[config.mk]
export PLATFORM = sky130hd
export DESIGN_NAME = rx_stream_merger
export DESIGN_NICKNAME = d
export VERILOG_FILES = /design/src/rtl/rx_stream_merger_pkg.sv /design/src/rtl/rx_stream_merger_pick.sv /design/src/rtl/rx_stream_merger.sv
export SDC_FILE = /design/constraint.sdc
export NUM_CORES = 1
export LEC_CHECK = 0
export ABC_AREA = 1
export BUFFER_PORTS_ARGS = -buffer_cell sky130_fd_sc_hd__buf_4
export CAP_MARGIN = 10
export CORE_AREA = 3 3 119 121
export CTS_CLUSTER_DIAMETER = 50
export DETAILED_ROUTE_END_ITERATION = 8
export DIE_AREA = 0 0 122 124
export GPL_ROUTABILITY_DRIVEN = 0
export PLACE_DENSITY = 0.69
export SLEW_MARGIN = 10
export SYNTH_ARGS = -nofsm -noshare
export SYNTH_HDL_FRONTEND = slang
export SYNTH_SLANG_ARGS = --single-unit
[constraint.sdc]
create_clock -name BUS_CLK -period 2.5 [get_ports BUS_CLK]
set_input_delay 0.375 -clock BUS_CLK [delete_from_list [all_inputs] [get_ports BUS_CLK]]
set_output_delay 0.375 -clock BUS_CLK [all_outputs]
set_load 0.005 [all_outputs]
[src/rtl/rx_stream_merger_pkg.sv]
// Shared types and helpers for rx_stream_merger: FSM state, round-robin pick
// function sized for the 16-channel maximum, and the channel index width helper.
package rx_merger_pkg;

  localparam int MAX_CH    = 16;
  localparam int MAX_IDX_W = 4;

  typedef enum logic {
    ARB  = 1'b0,
    XFER = 1'b1
  } state_t;

  typedef struct packed {
    logic                 hit;
    logic [MAX_IDX_W-1:0] idx;
    logic [MAX_CH-1:0]    onehot;
  } rr_pick_t;

  // Channel index width, never below one bit so NUM_CH=1 still has a pointer.
  function automatic int ch_idx_w(input int n);
    return (n > 1) ? $clog2(n) : 1;
  endfunction

  // Unused high mask bits are zero, so wrapping modulo 16 visits the same
  // channels in the same order as wrapping modulo NUM_CH.
  function automatic rr_pick_t next_rr(input logic [MAX_CH-1:0] mask,
                                       input logic [MAX_IDX_W-1:0] ptr);
    rr_pick_t             pick;
    logic [MAX_IDX_W-1:0] idx;
    pick = '0;
    for (int i = 0; i < MAX_CH; i++) begin
      idx = ptr + MAX_IDX_W'(i);
      if (!pick.hit && mask[idx]) begin
        pick.hit         = 1'b1;
        pick.idx         = idx;
        pick.onehot[idx] = 1'b1;
      end
    end
    return pick;
  endfunction

endpackage

[src/rtl/rx_stream_merger_pick.sv]
// rr_arbiter_pick: combinational round-robin search over the request mask,
// starting at ptr and wrapping, returning the first hit as one-hot and index.
module rr_arbiter_pick
  import rx_merger_pkg::*;
#(
  parameter int NUM_CH = 4,
  parameter int IDX_W  = ch_idx_w(NUM_CH)
) (
  input  logic [NUM_CH-1:0] req,
  input  logic [IDX_W-1:0]  ptr,
  output logic              hit,
  output logic [NUM_CH-1:0] onehot,
  output logic [IDX_W-1:0]  idx
);

  logic [MAX_CH-1:0]    req_pad;
  logic [MAX_IDX_W-1:0] ptr_pad;
  rr_pick_t             pick;
  logic                 unused_pick;

  always_comb begin
    req_pad              = '0;
    req_pad[NUM_CH-1:0]  = req;
    ptr_pad              = '0;
    ptr_pad[IDX_W-1:0]   = ptr;
    pick                 = next_rr(req_pad, ptr_pad);
  end

  assign hit         = pick.hit;
  assign onehot      = pick.onehot[NUM_CH-1:0];
  assign idx         = pick.idx[IDX_W-1:0];
  assign unused_pick = ^pick;

endmodule

[src/rtl/rx_stream_merger.sv]
// Merges NUM_CH FWFT channel FIFOs into one registered FWFT stream with bounded
// round-robin bursts. Define RX_STREAM_MERGER_WORD_CNT_EN for per-channel word counters.
module rx_stream_merger
  import rx_merger_pkg::*;
#(
  parameter int NUM_CH    = 4,
  parameter int DWIDTH    = 32,
  parameter int MAX_BURST = 16,
  parameter int CNT_WIDTH = 32
) (
  input  logic                          BUS_CLK,
  input  logic                          BUS_RST,
  input  logic [NUM_CH-1:0]             CH_ENABLE,
  input  logic [NUM_CH-1:0]             CH_FIFO_EMPTY,
  input  logic [NUM_CH*DWIDTH-1:0]      CH_FIFO_DATA,
  output logic [NUM_CH-1:0]             CH_FIFO_READ,
  input  logic                          FIFO_READ,
  output logic                          FIFO_EMPTY,
  output logic [DWIDTH-1:0]             FIFO_DATA,
  output logic [NUM_CH-1:0]             GRANT,
  output logic                          READ_ERROR,
  input  logic                          CNT_CLEAR,
  output logic [NUM_CH*CNT_WIDTH-1:0]   CH_WORD_CNT
);

  localparam int                    CH_IDX_W   = ch_idx_w(NUM_CH);
  localparam logic [7:0]            BURST_LAST = 8'(MAX_BURST - 1);
  localparam logic [CH_IDX_W-1:0]   LAST_CH    = CH_IDX_W'(NUM_CH - 1);

  state_t              state, state_next;
  logic [CH_IDX_W-1:0] rr_ptr, g_idx, pick_idx;
  logic [NUM_CH-1:0]   grant, pick_onehot, req;
  logic                pick_hit;
  logic [7:0]          burst_cnt;
  logic                out_valid, read_error;
  logic [DWIDTH-1:0]   out_data, g_data;
  logic                can_load, g_en, g_empty, pop, leave;

  assign req = CH_ENABLE & ~CH_FIFO_EMPTY;

  rr_arbiter_pick #(.NUM_CH(NUM_CH), .IDX_W(CH_IDX_W)) u_pick (
    .req    (req),
    .ptr    (rr_ptr),
    .hit    (pick_hit),
    .onehot (pick_onehot),
    .idx    (pick_idx)
  );

  // Valid/ready: a word moves downstream on FIFO_READ while FIFO_EMPTY=0; a word
  // moves in from channel g on CH_FIFO_READ[g], only when the output slot frees.
  always_comb begin
    can_load   = !out_valid || FIFO_READ;
    g_en       = CH_ENABLE[g_idx];
    g_empty    = CH_FIFO_EMPTY[g_idx];
    g_data     = CH_FIFO_DATA[int'(g_idx)*DWIDTH +: DWIDTH];
    pop        = 1'b0;
    leave      = 1'b0;
    state_next = state;
    case (state)
      ARB:  if (pick_hit) state_next = XFER;
      XFER: begin
        pop   = g_en && !g_empty && can_load;
        leave = !g_en || g_empty || (pop && burst_cnt == BURST_LAST);
        if (leave) state_next = ARB;
      end
      default: state_next = ARB;
    endcase
    CH_FIFO_READ = pop ? grant : '0;
  end

  always_ff @(posedge BUS_CLK or posedge BUS_RST) begin
    if (BUS_RST) state <= ARB;
    else         state <= state_next;
  end

  always_ff @(posedge BUS_CLK or posedge BUS_RST) begin
    if (BUS_RST) begin
      grant     <= '0;
      g_idx     <= '0;
      rr_ptr    <= '0;
      burst_cnt <= '0;
    end else if (state == ARB) begin
      if (pick_hit) begin
        grant <= pick_onehot;
        g_idx <= pick_idx;
      end
    end else if (leave) begin
      grant     <= '0;
      burst_cnt <= '0;
      rr_ptr    <= (g_idx == LAST_CH) ? '0 : g_idx + 1'b1;
    end else if (pop) begin
      burst_cnt <= burst_cnt + 8'd1;
    end
  end

  // A pop wins over a downstream read so the slot reloads without a bubble.
  always_ff @(posedge BUS_CLK or posedge BUS_RST) begin
    if (BUS_RST) begin
      out_valid  <= 1'b0;
      out_data   <= '0;
      read_error <= 1'b0;
    end else begin
      if (pop) begin
        out_data  <= g_data;
        out_valid <= 1'b1;
      end else if (FIFO_READ) begin
        out_valid <= 1'b0;
      end
      if (FIFO_READ && !out_valid) read_error <= 1'b1;
    end
  end

  assign FIFO_EMPTY = !out_valid;
  assign FIFO_DATA  = out_data;
  assign GRANT      = grant;
  assign READ_ERROR = read_error;

`ifdef RX_STREAM_MERGER_WORD_CNT_EN
  for (genvar k = 0; k < NUM_CH; k++) begin : g_cnt
    logic [CNT_WIDTH-1:0] cnt;
    always_ff @(posedge BUS_CLK or posedge BUS_RST) begin
      if (BUS_RST)                              cnt <= '0;
      else if (CNT_CLEAR)                       cnt <= '0;
      else if (CH_FIFO_READ[k] && (cnt != '1))  cnt <= cnt + 1'b1;
    end
    assign CH_WORD_CNT[k*CNT_WIDTH +: CNT_WIDTH] = cnt;
  end
`else
  logic unused_cnt_clear;
  assign unused_cnt_clear = CNT_CLEAR;
  assign CH_WORD_CNT      = '0;
`endif

endmodule

==> results of run 1 <==
[registers in the layout, summed over array words and instances, names as in the netlist]
name,cells
GRANT,4
FIFO_DATA,32
burst_cnt,8
out_valid,1
READ_ERROR,1
rr_ptr,2
state,1
g_idx,2
[final timing paths]
| kind | from | end | slack (ps) | cells after the start |
|---|---|---|---|---|
| worst max-delay path | g_idx[0]$_DFFE_PP0P_ | CH_FIFO_READ[0] | 210 | 6 |
| worst min-delay path | BUS_RST | GRANT[2]$_DFFE_PP0P_ | 150 | 2 |
| worst max register to register | rr_ptr[0]$_DFFE_PP0P_ | GRANT[1]$_DFFE_PP0P_ | 270 | 13 |
| worst min register to register | FIFO_DATA[8]$_DFFE_PP0P_ | FIFO_DATA[8]$_DFFE_PP0P_ | 480 | 2 |
| max in group asynchronous | BUS_RST | FIFO_DATA[7]$_DFFE_PP0P_ | 1780 | 3 |
| min in group BUS_CLK | FIFO_READ | READ_ERROR$_DFFE_PP0P_ | 310 | 2 |
[routing by layer]
metal  global-route usage, %  vias up
li1                        -     2269
met1                    20.9     2025
met2                    29.4      187
met3                    4.27       13
met4                    4.27        0
met5                       0        -
[area by class of cell]
cell class / count / area share [%]
clock inverter: 1 / 0.147
inverter: 33 / 2.20
clock buffer: 7 / 2.39
timing repair buffer: 192 / 24.6
tap: 176 / 3.69
sequential: 51 / 21.4
multi-input combinational: 560 / 45.6
[kinds of logic after synthesis]
kind of cell	count (synthesis)
other	1
buffers and inverters	190
adders and majority gates	9
DFF	51
xor gates and xnor gates	1
and+or+nand+nor	341
AOI/OAI and AO/OA	80
[power breakdown]
part           total (mW)  internal [mW]  leakage, nW  switching, mW
sequential           1.41           1.16        0.645          0.251
combinational        3.86           1.53         2.47           2.33
clock               0.712          0.403       0.0745          0.309
total                5.99           3.10         3.19           2.89
[through the flow]
stage | instances | cell area [µm²]
after CTS | 1019 | 5960
after global placement | 1011 | 5800
after detailed placement | 1011 | 5800
after global routing | 1020 | 5970
after floorplan | 800 | 5200
final | 1020 | 5970
[worst max-delay path: cells and delay by family (launching register included)]
family | cells | cell delay [ps]
buf+inv | 2 | 250
simple gates | 4 | 830
flops | 1 | 540
[layout by cell type (no fill, tap or decap), types with 2 or more instances in the layout]
cell type / Yosys / routed
inv_1: 26 / 25
dfrtp_2: 0 / 2
buf_12: 0 / 2
a21oi_1: 9 / 9
inv_2: 6 / 7
nand3_2: 8 / 8
buf_4: 128 / 190
nand4_1: 5 / 5
dfrtp_1: 51 / 49
nor3b_1: 2 / 2
ha_1: 9 / 9
nand2_2: 4 / 4
nor4_2: 2 / 2
nand3_1: 24 / 24
o21ai_0: 34 / 34
nand2_1: 156 / 156
nand3_4: 5 / 5
nor3_1: 6 / 6
clkbuf_16: 0 / 5
nor2_2: 2 / 2
conb_1: 1 / 128
nor2_4: 3 / 3
nor2_1: 118 / 118
o32ai_1: 32 / 32
==> flow_metrics.tcl, run 1 <==
set metrics [dict create \
    drt_drc_violations_left 0 \
    irDropWorstVdd_mv 0.386 \
    routed.top_layer "met4" \
    vias 4494 \
    post_route_cells_drive_above_1_share_pct 28.3 \
    yosys-top-cells-area "dfrtp_1 27%, buf_4 20%, nand2_1 12%" \
    layout.nets 992 \
    register_area_mm2 0.00128 \
    worst_slew_pin_slew_ps 686 \
    startpoint_type "register" \
    synth.cell_area_mm2 0.00473 \
    placementRows 42 \
    antenna-diode-count 0 \
    power_per_cell_area_mw_per_mm2 1000 \
    post_drt_via_cell_ratio 4.41 \
    synth_fa_ha_area_share_pct 2.38 \
    post_cts.repair.setup_buffers 0 \
    per_instance_average_area_after_synthesis_um2 7.03 \
    clock_sinks 51 \
    grt_remaining_overflow 0 \
    cts_made_buffers 5 \
    worstPathMaxFanout 17 \
    yosysSeqAreaShare_pct 27.0 \
    synthMostInstantiatedCell "nand2_1" \
    fin_crit_sh_pct 91.4 \
    htree_levels 2 \
    arrival_worst_endpoint_ps 1910 \
    die-height_um 124 \
    area_share_of_xor_xnor_cells_in_the_synthesized_design_pct 0.185 \
    die_area_mm2 0.0151 \
    area_of_the_core_mm2 0.0132 \
    maxSlewViolCount 0 \
    path_cells "inv_2 > nand2_1 > nand3b_1 > nand4_4 > nor2_1 > buf_4" \
    number_of_gates_given_a_new_drive_strength_after_cts 0 \
    holdCritPathClass "input pin to async pin" \
    wirelength_um 13800 \
    layout.filler_cells 1392 \
    largest_family_of_logic_cells_by_synthesized_area "simple AND/OR/NAND/NOR gates" \
    place_hpwl_um 10700 \
    clockBufferDepth 2 \
    max-cap-violations 0 \
    grt_pass1_wl_um 20400 \
    critPathSlowestCell "dfrtp_2" \
    floorplan.initialDensity_pct 35.8 \
    capturing_element_type_of_the_critical_path "output port" \
    timing.final.hold_violations 0 \
    wl_met2_um 6760 \
    synthTopCellsByCount "156 x nand2_1, 128 x buf_4, 118 x nor2_1, 51 x dfrtp_1, 34 x o21ai_0" \
    report.final.setup_viol 0 \
    ys_ff_latch 51 \
    clock-skew-final_ps 10.2 \
    vias_in_the_first_global_route 4090 \
    multiInputGateArea_mm2 0.00272 \
    area_grow_syn2layout_pct 26.2 \
    clock_tree_from_tritoncts "built" \
    fmaxAchievable_mhz 438 \
    detail_route.first_pass.iterations 4 \
    clkLatencyLatePin_ps 290 \
    cts.clk_slew.worst_paths_ps 70 \
    ys_types 38 \
    post-synth-top-area-cell "dfrtp_1" \
    yosysWarningCount 0 \
    synth_edf_count 0 \
    antenna_violating_nets_post_route 0 \
    detail_route.wirelength.met1_um 5680 \
    place.port_buffers 180 \
    synth_cells 673 \
    complex_gate_fraction_of_the_synthesized_area_pct 11.3 \
    total_global_route_track_usage_pct 16.9 \
    grt_start_max_net_pins 65 \
    share_of_cell_area_taken_by_muxes_after_synthesis_pct 0 \
    synth_async_sr_flop_share_pct 100 \
    postLayoutSetupSlackWorst_ps 214 \
    drt-initial-drc-count 207 \
    fin_crit_ps 2290 \
    cellLeakagePower_nw 3.19 \
    setup-tns-final_ps 0 \
    io_pins 310 \
    endpoint_required_time_on_the_critical_path_ps 2120 \
    slowest_delay_ps 540 \
    run_status "completed" \
    slew_headroom_pct 54.3 \
    ctsRootBufferMaster "clkbuf_16" \
    total_power_mw 5.99 \
    drt-wirelength-per-cell_um 13.5 \
    whs_ps 149 \
    final_core_util_pct 45.2 \
    netlist.area_leader.share_pct 27.0 \
    rsz_0062_raised_after_global_routing "false" \
    dp_worst_setup_slack_ps 296 \
    met3RoutedLength_um 1100 \
    cts-hold-fix-buffers 0 \
    synth_simple_gate_area_share_pct 33.2 \
    commonest_register_cell_after_synthesis "dfrtp_1" \
    die-width_um 122 \
    worst_setup_path_class "register to output port" \
    grt_antenna_before_repair 0 \
]
No activity file was read; power rests on OpenSTA's default activity.
==> inputs of run 2 (changes only) <==
--- a/config.mk
+++ b/config.mk
@@ -5,15 +5,14 @@
 export SDC_FILE = /design/constraint.sdc
 export NUM_CORES = 1
 export LEC_CHECK = 0
-export ABC_AREA = 1
 export BUFFER_PORTS_ARGS = -buffer_cell sky130_fd_sc_hd__buf_4
 export CAP_MARGIN = 10
-export CORE_AREA = 3 3 119 121
-export CTS_CLUSTER_DIAMETER = 50
+export CORE_AREA = 3 3 120 122
+export CTS_CLUSTER_DIAMETER = 120
 export DETAILED_ROUTE_END_ITERATION = 8
-export DIE_AREA = 0 0 122 124
+export DIE_AREA = 0 0 123 125
 export GPL_ROUTABILITY_DRIVEN = 0
-export PLACE_DENSITY = 0.69
+export PLACE_DENSITY = 0.66
 export SLEW_MARGIN = 10
 export SYNTH_ARGS = -nofsm -noshare
 export SYNTH_HDL_FRONTEND = slang
==> constraint.sdc (replaced) <==
create_clock -name BUS_CLK -period 2.5 [get_ports BUS_CLK]
set_input_delay 0.25 -clock BUS_CLK [delete_from_list [all_inputs] [get_ports BUS_CLK]]
set_output_delay 0.25 -clock BUS_CLK [all_outputs]
set_load 0.005 [all_outputs]
==> flow_metrics.tcl, run 2 <==
set metrics [dict create \
    startpoint_type "register" \
    intPower_mw 3.59 \
    post-synth-top-area-cell "dfrtp_1" \
    setup-tns-final_ps 0 \
    power.switching_fraction_pct 37.7 \
    grt_antenna_before_repair 0 \
    worst_setup_path_class "register to register" \
    grt_remaining_overflow 0 \
    drt-initial-drc-count 157 \
    net-switching-power_mw 2.17 \
    timing.final.hold_violations 0 \
    cts_made_buffers 5 \
    rsz_0062_raised_after_global_routing "false" \
    max-cap-violations 0 \
    post_route_cells_drive_above_1_share_pct 47.5 \
    fin_crit_sh_pct 93.2 \
    layout_commonest_cell "buf_4" \
    die_area_mm2 0.0154 \
    drt_drc_violations_left 0 \
    capturing_element_type_of_the_critical_path "register" \
    synthMostInstantiatedCell "buf_4" \
    p_comb_share_pct 60.4 \
    fmaxAchievable_mhz 429 \
    dp_worst_setup_slack_ps 175 \
    cellLeakagePower_nw 2.78 \
    die-height_um 125 \
    synth.cell_area_mm2 0.00443 \
    clockBufferDepth 2 \
    vias 3566 \
    wirelength_um 12800 \
    clockPowerShare_pct 15.1 \
    area_grow_syn2layout_pct 30.8 \
    drt-wirelength-per-cell_um 16.6 \
    placementRows 42 \
    total_power_mw 5.76 \
    post_dp_cell_area_mm2 0.00557 \
    arrival_worst_endpoint_ps 2480 \
    clkLatencyLatePin_ps 280 \
    holdCritPathClass "input pin to async pin" \
    htree_levels 2 \
    run_status "completed" \
    post_drt_via_cell_ratio 4.63 \
    per_instance_average_area_after_synthesis_um2 10.8 \
    largest_reg_flops 32 \
    io_pins 310 \
    power_per_cell_area_mw_per_mm2 996 \
    report.final.setup_viol 0 \
    commonest_register_cell_after_synthesis "dfrtp_1" \
    synth_cells 409 \
    seqPwrFrac_pct 24.5 \
    place_hpwl_um 10400 \
    antenna_violating_nets_post_route 0 \
    synth_edf_count 0 \
    fin_crit_ps 2330 \
    layout_common_cells "192 x buf_4, 128 x conb_1, 50 x dfrtp_1" \
    vias_in_the_first_global_route 3390 \
    place.port_buffers 180 \
    area_of_the_core_mm2 0.0133 \
    die-width_um 123 \
    yosys-top-cells-area "dfrtp_1 29%, buf_4 22%, mux4_2 17%" \
    total_global_route_track_usage_pct 15.2 \
    post-route-cell-area_mm2 0.00579 \
    cts-hold-fix-buffers 0 \
    detail_route.first_pass.iterations 4 \
    yosysWarningCount 0 \
    synth_async_sr_flop_share_pct 100 \
    synthTopCellsByCount "129 x buf_4, 51 x dfrtp_1, 34 x mux4_2, 33 x mux2_2, 15 x nor2_1" \
    ys_ff_latch 51 \
    clock_sinks 51 \
    ctsRootBufferMaster "clkbuf_16" \
    layout.nets 742 \
    floorplan.initialDensity_pct 33.3 \
    maxSlewViolCount 0 \
    cts.clk_slew.worst_paths_ps 70 \
    ys_types 52 \
    grt_pass1_wl_um 18500 \
    post_cts.repair.setup_buffers 0 \
    grt_start_max_net_pins 40 \
    worst_slew_pin_slew_ps 629 \
    slew_headroom_pct 57.6 \
    netlist.area_leader.share_pct 28.8 \
    postLayoutSetupSlackWorst_ps 170 \
    clock_tree_from_tritoncts "built" \
    final_core_util_pct 43.5 \
    irDropWorstVdd_mv 0.477 \
    yosysSeqAreaShare_pct 28.8 \
    antenna-diode-count 0 \
    worstPathMaxFanout 7 \
    clock-skew-final_ps 4.00 \
    endpoint_required_time_on_the_critical_path_ps 2650 \
    layout.filler_cells 1254 \
]
-- run 2: cell types whose count changed in the layout (fill, tap and decap cells not counted), sizes merged, moves of 7 or more --
cell   change
mux2      +33
inv       -27
and2       +8
nor2     -108
o32ai     -32
nand2    -148
a31oi      +7
nand3     -29
mux4      +34
o21ai     -24
-- run 2: layout make-up --
class / instances / area, µm² / area share, %
flip-flops and latches: 51 / 1280 / 22.1
inverters: 7 / 26.3 / 0.454
repair buffers: 193 / 1460 / 25.2
clock buffers: 6 / 129 / 2.23
well taps: 176 / 220 / 3.80
clock inverters: 2 / 60.1 / 1.04
multi-input cells: 335 / 2610 / 45.2
-- run 2: kinds of logic after synthesis --
group | count (synthesis) | share of synthesized area, %
buffers and inverters | 150 | 23.9
AND/OR/NAND/NOR | 74 | 9.75
multiplexers | 70 | 26.4
flip-flops | 51 | 28.8
AO/OA/AOI/OAI | 47 | 7.18
adder cells (fa/ha/maj) | 9 | 2.54
XOR/XNOR | 7 | 1.38
other | 1 | 0.0847
-- run 2: worst paths after layout --
check / from / to / slack, ps / cells past startpoint
worst max-delay path: rr_ptr[0]$_DFFE_PP0P_ / GRANT[0]$_DFFE_PP0P_ / 170 / 9
min in group BUS_CLK: FIFO_READ / READ_ERROR$_DFFE_PP0P_ / 180 / 2
worst min-delay path: BUS_RST / FIFO_DATA[1]$_DFFE_PP0P_ / 30 / 2
max in group asynchronous: BUS_RST / FIFO_DATA[12]$_DFFE_PP0P_ / 1700 / 3
worst min register to register: READ_ERROR$_DFFE_PP0P_ / READ_ERROR$_DFFE_PP0P_ / 460 / 1
worst max register to register: rr_ptr[0]$_DFFE_PP0P_ / GRANT[0]$_DFFE_PP0P_ / 170 / 9
-- run 2: power groups by stage --
| stage | sequential [mW] | combinational (mW) | clock, mW |
|---|---|---|---|
| after global routing | 1.46 | 3.76 | 0.943 |
| after floorplan | 1.42 | 2.24 | 0 |
| after detailed placement | 1.43 | 3.44 | 0 |
| final | 1.41 | 3.48 | 0.872 |
| after CTS | 1.42 | 3.44 | 0.903 |
| after global placement | 1.41 | 3.38 | 0 |
-- run 2: stage by stage --
stage / hold slack, ps / instances
after floorplan: 371 / 536
after global placement: 356 / 762
after detailed placement: 366 / 762
after CTS: 54.7 / 770
after global routing: 80.7 / 770
final: 34.7 / 770
-- run 2: critical path, stage by stage, from the launching register on --
cell,delay [ps]
dfrtp_1,370
inv_1,60
ha_1,400
nor4bb_2,410
a21oi_4,100
nand4_2,230
o21ai_4,120
buf_4,170
a221oi_1,220
a22oi_1,110
-- run 2: timing repair --
item,CTS,global route
endpoints found under the setup margin,0,4
resized for setup,0,6
hold endpoints to repair,0,0
-- run 2: layer usage --
layer	part of all wire, %	vias to the layer above	global-route usage (%)
met3	12	24	4.16
met4	2.5	0	4.89
met2	51	248	26.9
met1	34	1705	17.5
met5	0	-	0
li1	-	1589	-
